--- src/rtl/multicycle_ctrl.sv ---
// Multicycle MIPS-subset control unit: 12-state FSM sequencing fetch, decode,
// memory, ALU, branch and jump steps, with handshaked waits on unified memory.
module multicycle_ctrl (
    input  logic       clk,
    input  logic       rst_n,
    input  logic [5:0] opcode,
    input  logic [5:0] funct,
    input  logic       zero,
    input  logic       mem_ready,
    output logic       pc_en,
    output logic       ir_write,
    output logic       mem_write,
    output logic       iord,
    output logic       reg_write,
    output logic       reg_dst,
    output logic       mem_to_reg,
    output logic       alu_src_a,
    output logic [1:0] alu_src_b,
    output logic [2:0] alu_control,
    output logic [1:0] pc_src,
    output logic       illegal_op,
    output logic [3:0] state
);

    typedef enum logic [3:0] {
        FETCH   = 4'd0,
        DECODE  = 4'd1,
        MEMADR  = 4'd2,
        MEMRD   = 4'd3,
        MEMWB   = 4'd4,
        MEMWR   = 4'd5,
        EXECUTE = 4'd6,
        ALUWB   = 4'd7,
        BRANCH  = 4'd8,
        ADDIEX  = 4'd9,
        ADDIWB  = 4'd10,
        JUMP    = 4'd11
    } state_t;

    localparam logic [5:0] OP_RTYPE = 6'b000000;
    localparam logic [5:0] OP_J     = 6'b000010;
    localparam logic [5:0] OP_BEQ   = 6'b000100;
    localparam logic [5:0] OP_ADDI  = 6'b001000;
    localparam logic [5:0] OP_LW    = 6'b100011;
    localparam logic [5:0] OP_SW    = 6'b101011;

    localparam logic [2:0] ALU_ADD = 3'b010;
    localparam logic [2:0] ALU_SUB = 3'b110;
    localparam logic [2:0] ALU_AND = 3'b000;
    localparam logic [2:0] ALU_OR  = 3'b001;
    localparam logic [2:0] ALU_SLT = 3'b111;

    state_t state_q;
    logic   pc_write;
    logic   branch;

    function automatic logic [2:0] funct_to_alu(input logic [5:0] f);
        case (f)
            6'b100000: return ALU_ADD;
            6'b100010: return ALU_SUB;
            6'b100100: return ALU_AND;
            6'b100101: return ALU_OR;
            6'b101010: return ALU_SLT;
            default:   return ALU_ADD;
        endcase
    endfunction

    always_ff @(posedge clk or negedge rst_n) begin
        if (!rst_n) begin
            state_q <= FETCH;
        end else begin
            case (state_q)
                FETCH:   if (mem_ready) state_q <= DECODE;
                DECODE: begin
                    case (opcode)
                        OP_LW, OP_SW: state_q <= MEMADR;
                        OP_RTYPE:     state_q <= EXECUTE;
                        OP_BEQ:       state_q <= BRANCH;
                        OP_ADDI:      state_q <= ADDIEX;
                        OP_J:         state_q <= JUMP;
                        default:      state_q <= FETCH;
                    endcase
                end
                MEMADR:  state_q <= (opcode == OP_SW) ? MEMWR : MEMRD;
                MEMRD:   if (mem_ready) state_q <= MEMWB;
                MEMWB:   state_q <= FETCH;
                MEMWR:   if (mem_ready) state_q <= FETCH;
                EXECUTE: state_q <= ALUWB;
                ALUWB:   state_q <= FETCH;
                BRANCH:  state_q <= FETCH;
                ADDIEX:  state_q <= ADDIWB;
                ADDIWB:  state_q <= FETCH;
                JUMP:    state_q <= FETCH;
                default: state_q <= FETCH;
            endcase
        end
    end

    always_comb begin
        pc_write    = 1'b0;
        branch      = 1'b0;
        ir_write    = 1'b0;
        mem_write   = 1'b0;
        iord        = 1'b0;
        reg_write   = 1'b0;
        reg_dst     = 1'b0;
        mem_to_reg  = 1'b0;
        alu_src_a   = 1'b0;
        alu_src_b   = 2'b00;
        alu_control = 3'b000;
        pc_src      = 2'b00;
        illegal_op  = 1'b0;

        case (state_q)
            FETCH: begin
                alu_src_b   = 2'b01;
                alu_control = ALU_ADD;
                ir_write    = mem_ready;
                pc_write    = mem_ready;
            end
            DECODE: begin
                alu_src_b   = 2'b11;
                alu_control = ALU_ADD;
                case (opcode)
                    OP_LW, OP_SW, OP_RTYPE, OP_BEQ, OP_ADDI, OP_J: illegal_op = 1'b0;
                    default:                                        illegal_op = 1'b1;
                endcase
            end
            MEMADR, ADDIEX: begin
                alu_src_a   = 1'b1;
                alu_src_b   = 2'b10;
                alu_control = ALU_ADD;
            end
            MEMRD: iord = 1'b1;
            MEMWB: begin
                reg_write  = 1'b1;
                mem_to_reg = 1'b1;
            end
            MEMWR: begin
                iord      = 1'b1;
                mem_write = 1'b1;
            end
            EXECUTE: begin
                alu_src_a   = 1'b1;
                alu_control = funct_to_alu(funct);
            end
            ALUWB: begin
                reg_write = 1'b1;
                reg_dst   = 1'b1;
            end
            BRANCH: begin
                alu_src_a   = 1'b1;
                alu_control = ALU_SUB;
                pc_src      = 2'b01;
                branch      = 1'b1;
            end
            ADDIWB: reg_write = 1'b1;
            JUMP: begin
                pc_src   = 2'b10;
                pc_write = 1'b1;
            end
            default: ;
        endcase

        pc_en = pc_write | (branch & zero);

        // FETCH strobes follow mem_ready directly, so reset must mask them too
        if (!rst_n) begin
            pc_en      = 1'b0;
            ir_write   = 1'b0;
            mem_write  = 1'b0;
            reg_write  = 1'b0;
            illegal_op = 1'b0;
        end
    end

    assign state = state_q;

endmodule

--- config.mk ---
export PLATFORM = sky130hd
export DESIGN_NAME = multicycle_ctrl
export DESIGN_NICKNAME = d
export VERILOG_FILES = /design/src/rtl/multicycle_ctrl.sv
export SDC_FILE = /design/constraint.sdc
export NUM_CORES = 1
export LEC_CHECK = 0
export BUFFER_PORTS_ARGS = -buffer_cell sky130_fd_sc_hd__buf_2
export CORE_MARGIN = 3
export CORE_UTILIZATION = 35
export DETAILED_ROUTE_END_ITERATION = 8
export GPL_ROUTABILITY_DRIVEN = 0
export PLACE_DENSITY = 0.68
export SETUP_SLACK_MARGIN = 0.1
export SYNTH_ARGS = -nofsm -noshare
export SYNTH_HDL_FRONTEND = slang
export SYNTH_SLANG_ARGS = --single-unit
--- constraint.sdc ---
create_clock -name clk -period 1.3 [get_ports clk]
set_input_delay 0.13 -clock clk [delete_from_list [all_inputs] [get_ports clk]]
set_output_delay 0.13 -clock clk [all_outputs]
set_load 0.005 [all_outputs]
---- Yosys cells after proc, flatten, opt, wreduce, memory -nomap -nowiden ----
Cells that the tools add are included.
cells by class
  eq/ne operators ......................... 23
  multiplexer cells ....................... 26
  bitwise gates (word level) .............. 2
  reductions and logical operators ........ 10
operators with widths
  operator                                              count
  equality test 6 bit (second input constant)           6
  case mux 4 bit (7 select lines)                       1
  case mux 4 bit (5 select lines)                       1
  equality test 4 x 3 -> 1 bit (second input constant)  4
  equality test 4 bit (second input constant)           4
  two-way mux 1 bit                                     15
  two-way mux 4 bit                                     3
  case mux 3 bit (4 select lines)                       1
  case mux 3 bit (3 select lines)                       1
  equality test 4 x 2 -> 1 bit (second input constant)  2
  OR reduction 4 bit                                    2
  equality test 6 x 2 -> 1 bit (second input constant)  1
  equality test 6 x 3 -> 1 bit (second input constant)  1
  equality test 6 x 4 -> 1 bit (second input constant)  1
  zero test 6 bit                                       1
  != test 2 bit (second input constant)                 3
  case mux 2 bit (3 select lines)                       1
  OR reduction 2 bit                                    3
  OR reduction 6 bit                                    1
  equality test 4 x 1 -> 1 bit (second input constant)  1
  zero test 4 bit                                       1
  case mux 2 bit (2 select lines)                       1
  two-way mux 3 bit                                     1
  AND reduction 3 bit                                   1
  4 further kinds                                       4
storage, ports and cells
  register bits ........................... 4
  input port bits ......................... 16
  output and inout bits ................... 20
  word-level logic and storage cells ...... 62

---- Longest topological paths before layout ----
  depth in word-level cells ............... 5
  gate-level depth with buffers ........... 5
  depth with buffers taken out ............ 4

---- Worst setup path before layout ----
No wires, ideal clock.
  path type ............................... register -> register
  start ................................... register state_q[1] (netlist: state[1])
  end ..................................... register state_q[0] (netlist: state[0])
  library setup time ...................... 77 ps
  arrival ................................. 1102 ps
  data required time ...................... 1223 ps
  slack ................................... 121 ps
  stages on the path, launching flop included .. 5
  buffers on the path ..................... 0
  clock period less this slack ............ 1179 ps
  cells stage by stage .................... dfrtp_1 and2b_2 nor2_1 a221o_1 a21oi_1
on the way
  word-level cells in the longest chain between the ends .. 3
  elaborated cells between the ends (all ways) .. 12
  those cells by class .................... eq/ne (9); mux (1); reduce/logical (2)
RTL lines
  element                                                     line  text
  start, declared                                             53    state_t state_q;
  start signal, assigned                                      84    MEMADR: state_q <= (opcode == OP_SW) ? MEMWR : MEMRD;
  equality test 4 x 2 -> 1 bit, or another cell as far along  72    case (state_q)
  != test 2 bit (no source line)                              n/a
  AND reduction 3 bit (no source line)                        n/a
Parallel ways exist; a longest one is shown, timed or not.
A chain may end at the register's enable or synchronous reset.

---- Worst setup path after layout ----
  start ................................... register state_q[1] (netlist: state[1])
  end ..................................... output pc_en
on the way
  word-level cells in the longest chain between the ends .. 5
  elaborated cells between the ends (all ways) .. 8
  those cells by class .................... eq/ne (2); mux (3); bitwise (2); reduce/logical (1)
RTL lines
  element              line  text
  equality test 4 bit  114   case (state_q)
  two-way mux 1 bit    114
  bitwise AND 1 bit    165   pc_en = pc_write | (branch & zero);
  OR 1 bit *           165
  two-way mux 1 bit *  168   if (!rst_n) begin
  end, declared        10    output logic pc_en,
Mark *: on every way between the ends. The rest lies on a longest branch, timed or not.

==> metrics.txt <==
n_diodes 0; die area 2110 µm²; Internal 0.000862 W; row cnt 13; Gate power share 74.4%; final hold vios 0; synth top area cells dfrtp_1, nor2_1, nor3_1; final setup vio count 16; Port Buffers 35; Slew Limit Fails 0; DP HPWL 1.53 mm; final wirelength 2.27 mm; critical path class reg2out; Cells after DPL 137; Synthesis Warnings 0; Die Y 46.0 µm; status finished with violations; CP endpoint kind output pin; most numerous cell in the Yosys netlist nor2_1; post-synth cell types 36; Reg power frac 14.8%; Post-Syn Instances 81; Die W 46.0 µm; CTS tree done; layout cells sized above 1 60.7%; PwrDens 1520 nW/µm²; post-layout util 74.3%; GRT overflow 0; Layout area overhead 85.9%; hold slack 211 ps; failing checks setup timing; Core ar. 1400 µm²; first-pass GRT wire length 3.33 mm; Seq/Total Area, Yosys 17.9%; LEAKAGE 0.499 nW; Worst VDD drop 905 µV; antenna-violating nets left 0; Slew headroom 73.9%; Post-synth top cells nor2_1, nor3_1, inv_1; CTS H-tree lvls 1; Final WS setup -244 ps; number of flip-flops in the largest register 4; most area-hungry cell type in the Yosys netlist dfrtp_1; CTS clk-pin slew, worst paths 50 ps; leading register cell type out of synthesis dfrtp_1; net switching power 0.000716 W; vias in the first global route 843; Layout Skew 15.4 ps; clock sinks 4; Post-Syn Area 559 µm²; worst path required time 1170 ps; Synthesized Nets 97; Avg WL per Cell 15.1 µm; Tot Pwr 0.00158 W; drt pass-1 iters 4; initial antenna violation count 0; Switching Fraction 45.4%; Critical Path Start Type register; Num CTS Buffers 3; drt drc 0; DRT iter0 DRCs 23; Starting Density 40.0%; clk buf depth 2; maxcap violations 0; Layout Cells excl Fill 150; Vias 865; Period minus WS final 1540 ps; achievable frequency 0.648 GHz; nets@finish 153; crit path DAT 1410 ps; Skew-Pair Late Insertion Delay 250 ps; Worst-Margin Slew 388 ps; CP Max Fanout 8; Root Buffer clkbuf_4; Post-Route Setup TNS -2330 ps; Post-synth ARST share 100%; clock network fraction of design power 10.7%; Hold Crit Class in2reg; Seq cells post-synth 4; multi-input logic area 502 µm²; Avg Cell Area, Syn 6.90 µm²; # IOs 36; largest net degree at the start of global routing 9; Fillers 105; routed vias/inst 5.77; fin crit share 119%; RSZ-0062 raised after global routing true; Tot GR Track Use 21.4%; FF+latch area 104 µm²; top-area cell type share of the netlist area 17.9%; EDFF count, synth 0
==> kinds of logic (layout without fill, tap and decap cells) <==
kind of cell	after synthesis	after routing	share of synthesized area [%]
XOR/XNOR	3	3	4.70
flip-flops	4	4	17.9
AO/OA/AOI/OAI	23	23	28.4
buffers and inverters	9	63	6.94
AND/OR/NAND/NOR	42	42	42.1
==> stage by stage <==
step	instance area, µm²	setup slack, ps
after detailed placement	808	-36.3
after global placement	808	16.9
after global routing	1040	-303
after floorplan	559	121
after CTS	921	-206
final	1040	-244
==> power groups by stage <==
stage	Sequential [W]	Clock, W	Combinational, W
floorplan	0.000200	0	0.000485
global placement	0.000216	0	0.000827
detailed placement	0.000226	0	0.000831
CTS	0.000227	0.000167	0.000953
global route	0.000239	0.000183	0.00127
finish	0.000234	0.000170	0.00117
==> final cells by class <==
| type | count | area share (%) |
|---|---|---|
| multi-input combinational | 68 | 48.3 |
| timing repair buffer | 55 | 35.7 |
| clock buffer | 3 | 2.17 |
| sequential | 4 | 9.99 |
| inverter | 5 | 2.05 |
| tap | 15 | 1.81 |
==> worst max-delay path, cell delays in order, from the launching register on <==
cell     delay (ps)
dfrtp_2         450
buf_4           190
nand2_2         110
nand2_1          60
a31o_2          230
buf_2           120
==> worst paths after layout <==
path	start	end	slack, ps	cells after the start
worst max register to register	state[0]$_DFFE_PN0P_	state[0]$_DFFE_PN0P_	-130	5
worst min register to register	state[2]$_DFFE_PN0P_	state[1]$_DFFE_PN0P_	760	2
min in group asynchronous	rst_n	state[1]$_DFFE_PN0P_	350	2
worst max-delay path	state[1]$_DFFE_PN0P_	pc_en	-240	5
worst min-delay path	mem_ready	state[2]$_DFFE_PN0P_	210	2
max in group asynchronous	rst_n	state[2]$_DFFE_PN0P_	720	2
==> routing by layer <==
layer | global-route usage (%) | part of all wire [%] | wire, µm | vias up
li1 | - | - | - | 407
met1 | 26.2 | 40 | 918 | 413
met2 | 34.1 | 50 | 1130 | 41
met3 | 5.53 | 8.2 | 187 | 4
met4 | 10.8 | 1.5 | 33 | 0
met5 | 0 | 0 | 0 | -
==> layout by cell type (no fill, tap or decap), types with 2 or more instances in the layout <==
master and instances:
nor2_2 3, nand2_1 2, nand2b_1 2, nand4_1 2
o311ai_1 2, and3_1 2, buf_4 9, and2b_2 2
clkbuf_4 3, inv_1 4, o21ai_1 2, nor2_1 7
a21oi_1 4, o21a_1 3, nor3_1 3, o21ai_0 2
buf_6 11, nor2b_1 3, buf_2 34, dfrtp_2 3
xor2_1 2, nor3_2 4
==> repair_timing <==
| item | 4_1_cts | 5_1_grt |
|---|---|---|
| hold buffers | 1 | 0 |
| pin swaps | 5 | 11 |
| endpoints found under the setup margin | 19 | 21 |
| setup buffers | 4 | 6 |
| resized for setup | 19 | 22 |
| hold endpoints to repair | 4 | 0 |
No activity file was read; power rests on OpenSTA's default activity.
